`src/rtl/instruction_fetch_controller.sv`:
```
// -----------------------------------------------------------------------------
// instruction_fetch_controller
//
// Fetch-side initiator for the instruction memory. Owns the program counter,
// presents it as the memory byte address and registers the combinationally
// returned instruction into the IF/ID pipeline register. Handles stall, flush,
// branch redirect and (optionally) an address-fault halt.
//
// Optional feature macro: IFETCH_ALIGN_CHECK_EN
//   defined   : a misaligned or out-of-range next PC raises a sticky Fault and
//               halts fetch; the faulting PC is never loaded.
//   undefined : no fault detection, Fault stays 0, branch targets are forced
//               word-aligned and the PC may run past the memory (aliasing).
//
// Parameters
//   RESET_PC    PC loaded on reset (word-aligned)
//   IMEM_WORDS  instruction memory depth in words
//
// Ports
//   Clk_i              rising-edge clock
//   Reset_i            synchronous active-high reset
//   Stall_i            hold PC and IF/ID
//   Flush_i            invalidate IF/ID on this edge
//   BranchTaken_i      redirect PC to BranchTarget_i on this edge
//   BranchTarget_i     redirect byte address
//   MemAddress_o       byte address to instruction memory (= PC)
//   MemInstruction_i   combinational read data for MemAddress_o
//   PC_o               current fetch address
//   IfIdInstruction_o  registered instruction
//   IfIdPCPlus4_o      registered PC+4 of that instruction
//   IfIdValid_o        IF/ID holds a live instruction
//   FetchCount_o       count of valid IF/ID loads, saturating
//   Fault_o            sticky address fault
// -----------------------------------------------------------------------------
module instruction_fetch_controller #(
    parameter logic [31:0] RESET_PC   = 32'h0000_0000,
    parameter int unsigned IMEM_WORDS = 128
) (
    input  logic        Clk_i,
    input  logic        Reset_i,
    input  logic        Stall_i,
    input  logic        Flush_i,
    input  logic        BranchTaken_i,
    input  logic [31:0] BranchTarget_i,
    output logic [31:0] MemAddress_o,
    input  logic [31:0] MemInstruction_i,
    output logic [31:0] PC_o,
    output logic [31:0] IfIdInstruction_o,
    output logic [31:0] IfIdPCPlus4_o,
    output logic        IfIdValid_o,
    output logic [31:0] FetchCount_o,
    output logic        Fault_o
);

    typedef enum logic [1:0] {
        BOOT = 2'd0,
        RUN  = 2'd1,
        HALT = 2'd2
    } state_t;

    state_t      state_q, state_d;
    logic [31:0] pc_q, pc_d;
    logic [31:0] instr_q, instr_d;
    logic [31:0] pcp4_q, pcp4_d;
    logic        valid_q, valid_d;
    logic [31:0] cnt_q, cnt_d;
    logic        fault_q, fault_d;

    logic [31:0] pc_plus4;
    logic [31:0] tgt;
    logic        fault_hit;

    assign pc_plus4 = pc_q + 32'd4;

`ifdef IFETCH_ALIGN_CHECK_EN
    localparam logic [31:0] LIMIT = 32'(4 * IMEM_WORDS);
    logic [31:0] pc_next;

    assign tgt = BranchTarget_i;
    // The address this edge would load; a stall reloads the current
    // (already legal) PC and so can never fault.
    assign pc_next   = BranchTaken_i ? tgt : (Stall_i ? pc_q : pc_plus4);
    assign fault_hit = (pc_next[1:0] != 2'b00) || (pc_next >= LIMIT);
`else
    logic tgt_lsb_unused;

    // Low target bits are discarded so the PC always stays word-aligned.
    assign tgt            = {BranchTarget_i[31:2], 2'b00};
    assign tgt_lsb_unused = ^BranchTarget_i[1:0];
    assign fault_hit      = 1'b0;
`endif

    always_comb begin
        state_d = state_q;
        pc_d    = pc_q;
        instr_d = instr_q;
        pcp4_d  = pcp4_q;
        valid_d = valid_q;
        cnt_d   = cnt_q;
        fault_d = fault_q;
        unique case (state_q)
            BOOT: begin
                // One dead cycle after reset: nothing is loaded.
                state_d = RUN;
                valid_d = 1'b0;
            end
            RUN: begin
                if (fault_hit) begin
                    state_d = HALT;
                    fault_d = 1'b1;
                    valid_d = 1'b0;
                end else if (BranchTaken_i) begin
                    // Instruction fetched this cycle is on the wrong path.
                    pc_d    = tgt;
                    valid_d = 1'b0;
                end else if (Stall_i) begin
                    if (Flush_i) valid_d = 1'b0;
                end else begin
                    instr_d = MemInstruction_i;
                    pcp4_d  = pc_plus4;
                    valid_d = !Flush_i;
                    pc_d    = pc_plus4;
                    if (!Flush_i && (cnt_q != 32'hFFFF_FFFF)) cnt_d = cnt_q + 32'd1;
                end
            end
            HALT: begin
                valid_d = 1'b0;
            end
            default: begin
                state_d = BOOT;
            end
        endcase
    end

    always_ff @(posedge Clk_i) begin
        if (Reset_i) begin
            state_q <= BOOT;
            pc_q    <= RESET_PC;
            instr_q <= 32'd0;
            pcp4_q  <= 32'd0;
            valid_q <= 1'b0;
            cnt_q   <= 32'd0;
            fault_q <= 1'b0;
        end else begin
            state_q <= state_d;
            pc_q    <= pc_d;
            instr_q <= instr_d;
            pcp4_q  <= pcp4_d;
            valid_q <= valid_d;
            cnt_q   <= cnt_d;
            fault_q <= fault_d;
        end
    end

    assign MemAddress_o      = pc_q;
    assign PC_o              = pc_q;
    assign IfIdInstruction_o = instr_q;
    assign IfIdPCPlus4_o     = pcp4_q;
    assign IfIdValid_o       = valid_q;
    assign FetchCount_o      = cnt_q;
    assign Fault_o           = fault_q;

endmodule

```
`config.mk`:
```
export PLATFORM = sky130hd
export DESIGN_NAME = instruction_fetch_controller
export DESIGN_NICKNAME = d
export VERILOG_FILES = /design/src/rtl/instruction_fetch_controller.sv
export SDC_FILE = /design/constraint.sdc
export NUM_CORES = 1
export LEC_CHECK = 0
export ABC_AREA = 1
export BUFFER_PORTS_ARGS = -buffer_cell sky130_fd_sc_hd__buf_4
export CAP_MARGIN = 10
export CORE_MARGIN = 2
export CORE_UTILIZATION = 45
export CTS_CLUSTER_DIAMETER = 30
export DETAILED_ROUTE_END_ITERATION = 10
export PLACE_DENSITY_LB_ADDON = 0.05
export SYNTH_ARGS = -nofsm -noshare
export SYNTH_HDL_FRONTEND = slang
export SYNTH_SLANG_ARGS = --single-unit
```
`constraint.sdc`:
```
create_clock -name Clk_i -period 1.67 [get_ports Clk_i]
set_input_delay 0.167 -clock Clk_i [delete_from_list [all_inputs] [get_ports Clk_i]]
set_output_delay 0.167 -clock Clk_i [all_outputs]
set_load 0.1 [all_outputs]
```
## Word level (Yosys, flattened, before mapping)

Index checks and enable logic that the tools add are counted.

- Register bits after elaboration: 131
- Latch bits: 0
- Memory bits (writable): 0
- ROM bits: 0
- Input port bits: 69
- Output and inout bits: 162
- Logic and storage cells: 32
- Memories kept: 0

- $add $sub $neg: 2
- $mul: 0
- Div/mod/pow operators: 0
- Order comparisons: 0
- Equality and inequality tests: 5
- Shift operators: 0
- Mux-type cells: 7
- Bitwise operators: 2
- Reduce and logical (&&, ||, !) cells: 10

Operators by type and width:

| kind | count |
|---|---|
| $mux W32 | 2 |
| $add A32 B1 Y32 const B | 1 |
| $add A32 B3 Y32 const B | 1 |
| $ne A32 B32 Y1 const B | 1 |
| $ne A4 B4 Y1 const B | 1 |
| $pmux W2 S2 | 1 |
| $reduce_and A2 Y1 | 2 |
| $reduce_and A4 Y1 | 1 |
| $reduce_or A2 Y1 | 2 |
| $mux W1 | 3 |
| $reduce_and A3 Y1 | 1 |
| $eq A2 B1 Y1 const B | 1 |
| $eq A2 B2 Y1 const B | 1 |
| $logic_not A2 Y1 | 1 |
| $ne A2 B1 Y1 const B | 1 |
| $not A1 Y1 | 2 |
| $pmux W1 S2 | 1 |
| $reduce_bool A2 Y1 | 1 |
| $logic_and A1 B1 Y1 | 1 |
| $logic_not A1 Y1 | 1 |

## Depth between registers and ports, before layout

- Depth in word-level cells: 4
- Gate-level depth with buffers: 11
- Depth with buffers taken out: 10

## Worst setup path before layout

No wires, ideal clock.

- Kind: register to register
- From: register cnt_q[1], in the netlist FetchCount_o[1]
- To: register cnt_q[22], in the netlist FetchCount_o[22]
- Library setup time: 0.070 ns
- Data arrival time: 2.399 ns
- Required time: 1.600 ns
- Path slack: -0.799 ns
- Cell stages (with the launch flop): 11
- Buffers on the path: 1
- Clock period less this slack: 2.469 ns
- Path through: dfxtp_1 -> ha_1 -> inv_2 -> nor2_8 -> nand2_4 -> nor2_8 -> nand3_4 -> nand2_8 -> buf_12 -> nand2_2 -> a21oi_2

- Word-level cells in the longest chain between the ends: 3
- Elaborated cells on any way between the ends: 4
- Those cells by class: add/sub (1); eq/ne (1); reduce/logical (2)

RTL lines:

| what | RTL line | text |
|---|---|---|
| start, declared | 66 | `logic [31:0] cnt_q, cnt_d;` |
| start signal, assigned | 150 | `cnt_q <= cnt_d;` |
| branches (longest 3 deep; another with $add A32 B1 Y32) | - |  |

Parallel ways; which one is timed is not known.
A chain may end at the register's enable or synchronous reset.

## Worst setup path in the final report

- From: register cnt_q[1], in the netlist FetchCount_o[1]
- To: register cnt_q[12], in the netlist FetchCount_o[12]

The elaborated chain is that of the path after synthesis.

==> out/results.tsv <==
metric	value	unit
CTS tree	done	
1st-iter DRT viols	421	
area used by multi-input combinational logic	3672	sq um
io pins	231	
Pwr per Cell Area	963.5	nW/um^2
estimated wirelength of the detail-placed design	14620	um
ANT nets after route	0	
library cell with the largest summed area after synthesis	sky130_fd_sc_hd__dfxtp_1	
worst hold stages	3	
area share of the largest cell type after synthesis	0.3700	
number of antenna violations at the first check in global routing	0	
reg2reg path depth	9	
wire length of the first global-routing pass	33150	um
total of warnings raised by yosys	0	
Worst Hold Slack	12.82	ps
hold violation count in the final report	0	
IR drop worst, VDD	950.8	uV
clock-pin slew of the registers on the worst-case setup and hold paths	60	ps
total wirelength of the detailed-routed design	21230	um
crit end category	register	
starting utilization of the core area	0.4655	
clock root buffer	sky130_fd_sc_hd__clkbuf_16	
synthesized instance count	1050	
area added between synthesis and finish	43.81	%
cell chain of the critical path	ha_4 -> inv_4 -> nor2_8 -> nand2_4 -> nor2_8 -> nand3_4 -> nand2_4 -> nand2_1 -> a21oi_1	
destination of the worst register-to-register timing path	FetchCount_o[12]	
pin count of the biggest net entering global routing	58	
Std-Cell Rows	44	
Vert. Die Dim	127.1	um
type of the tightest min-delay check	primary input to register	
final estimated routing congestion in global placement	0.8797	
required time of the worst setup path	2010	ps
Core Footprint	14640	sq um
Synth area leaders	sky130_fd_sc_hd__dfxtp_1 (37%), sky130_fd_sc_hd__nand2_1 (14%), sky130_fd_sc_hd__nor2_1 (11%), sky130_fd_sc_hd__o21ai_0 (6.5%), sky130_fd_sc_hd__a21oi_1 (5.6%)	
dominant delay contributor by cell family on the critical path	simple AND/OR/NAND/NOR gates	
overall power after layout	9.445	mW
number of clock buffers inserted by TritonCTS	17	
maximum level of the CTS H-tree	4	
die span in x	127.1	um
detailed-routing iteration count for the pre-antenna-repair pass	6	
total area of sequential cells	2696	sq um
path type of the worst setup path	register to register	
hold endpoint	IfIdInstruction_o[8]	
Global Route Usage Sum	0.2555	
Final Skew	7.622	ps
Crit path buffers/inverters	1	
startpoint type of the worst setup path	register	
DRC Markers	0	
number of setup violations in the final report	0	
quantity of I/O buffers inserted on ports	221	
startpoint of the worst register-to-register path	FetchCount_o[1]	
biggest fanout along the worst timing path	13	
Total Die Area	16150	sq um
average via count per standard cell	5.009	
area of the mapped netlist	6817	sq um
commonest non-fill, non-tap cells in the layout	sky130_fd_sc_hd__buf_4 (258), sky130_fd_sc_hd__nand2_1 (250), sky130_fd_sc_hd__nor2_1 (193)	
total global routing overflow	0	
ratio of cells with drive above 1 in the final layout	0.3269	
Final #Nets	1352	
most frequent standard cell in the layout excluding fill and tap cells	sky130_fd_sc_hd__buf_4	
upper clock frequency limit	0.6002	GHz
cell with the largest stage delay on the worst path	sky130_fd_sc_hd__dfxtp_4	
deepest clock path buffer count	2	
Worst EP arrival	2010	ps
leakage power	4.432	nW
via count of the routed design	7403	
result of the run	finished clean	
number of global-route vias before repair	6685	
flip-flop and latch count after synthesis	126	
sequential area share after synthesis	0.3700	
delay of the slowest cell on the worst path	370	ps
number of inserted diodes	0	
routed wire length per instance	14.37	um
mean instance size in the synthesized netlist	6.492	sq um
layout filler cell count	1339	
internal reg-to-reg setup slack	4	ps
HP Start	MemInstruction_i[8]	
max capacitance violation total	0	
minimum period implied by the final worst setup slack	1666	ps
RSZ-0062 raised after global routing	true	
max-slew violation count	0	
share of the clock period used by the worst path after layout	0.9977	
number of sinks on the clock net	126	
source-to-sink clock delay at the later pin of the worst-skew pair	420	ps
Cell variety after synth	36	
## power breakdown
part | switching, mW | internal [mW] | total (mW) | leakage, nW
clock network | 1.46 | 2.31 | 3.77 | 0.304
registers | 0.151 | 3.11 | 3.26 | 1.07
logic | 1.87 | 0.543 | 2.41 | 3.06
## worst max path at each step
| stage | from | endpoint | slack, ps | depth (start not counted) |
|---|---|---|---|---|
| CTS | FetchCount_o[10] | FetchCount_o[9] | 10 | 8 |
| detailed placement | FetchCount_o[10] | FetchCount_o[9] | 30 | 8 |
| global placement | FetchCount_o[10] | FetchCount_o[14] | 60 | 8 |
| floorplan | FetchCount_o[1] | FetchCount_o[25] | -90 | 10 |
| global route | FetchCount_o[0] | FetchCount_o[30] | -90 | 9 |
| finish | FetchCount_o[1] | FetchCount_o[12] | 4 | 9 |
## stage by stage
stage                     instances  area (sq um)  setup slack (ps)  utilization  TNS [ps]
after CTS                      1463          9603             12.71       0.6558         0
after global placement         1410          8790             64.03       0.6002         0
final                          1478          9803             3.864       0.6694         0
after detailed placement       1410          8790             31.50       0.6002         0
after global routing           1478          9803            -86.59       0.6694     -1270
after floorplan                1056          7084            -91.52            -     -1619
## synth_stat cells, drive strengths merged
cell,instances
clkinv,2
xor2,16
a211oi,1
dfxtp,126
buf,50
nand3b,6
a21oi,86
xnor2,8
clkbuf,31
o211ai,1
nor3,1
ha,2
and2,4
inv,81
a31oi,2
nand2,274
o21ai,93
nand3,47
nand4,6
nor2,210
a21o,2
conb,1
## area by class of cell
class	instances	share of cell area
Clock buffer	18	0.04595
Timing Repair Buffer	286	0.2333
Multi-Input combinational cell	767	0.3746
Inverter	83	0.03204
Clock inverter	14	0.01557
Sequential cell	126	0.2750
Tap cell	184	0.02348
## tightest hold or removal path, cell delays in order
cell and delay, ps:
sky130_fd_sc_hd__buf_4 70, sky130_fd_sc_hd__o21ai_0 70, sky130_fd_sc_hd__nor2_1 80
## logic make-up after synthesis
| family | synth area share |
|---|---|
| buffers and inverters | 0.1156 |
| and+or+nand+nor | 0.3361 |
| adders and majority gates | 0.003670 |
| AOI/OAI and AO/OA | 0.1432 |
| xor gates and xnor gates | 0.03084 |
| DFF | 0.3700 |
| other | 0.0005501 |
## metal layers
layer	up-vias	share of wire	GRT usage
li1	3754	-	-
met1	3364	0.45	0.3446
met2	260	0.45	0.3960
met3	25	0.082	0.07580
met4	0	0.014	0.07951
met5	-	0	0
## registers in the layout, indices dropped and copies added, names as in the netlist
signal and flops:
FetchCount_o 32, IfIdInstruction_o 32, IfIdPCPlus4_o 30, IfIdValid_o 1, MemAddress_o 30, state_q 1
## repair_timing
action	in CTS	in global routing
resized for setup	0	21
buffers inserted	0	13
hold buffers	21	0
setup endpoints to repair	0	43
endpoints found under the hold margin	21	0
Note: power is estimated with default switching activity, not from simulation.
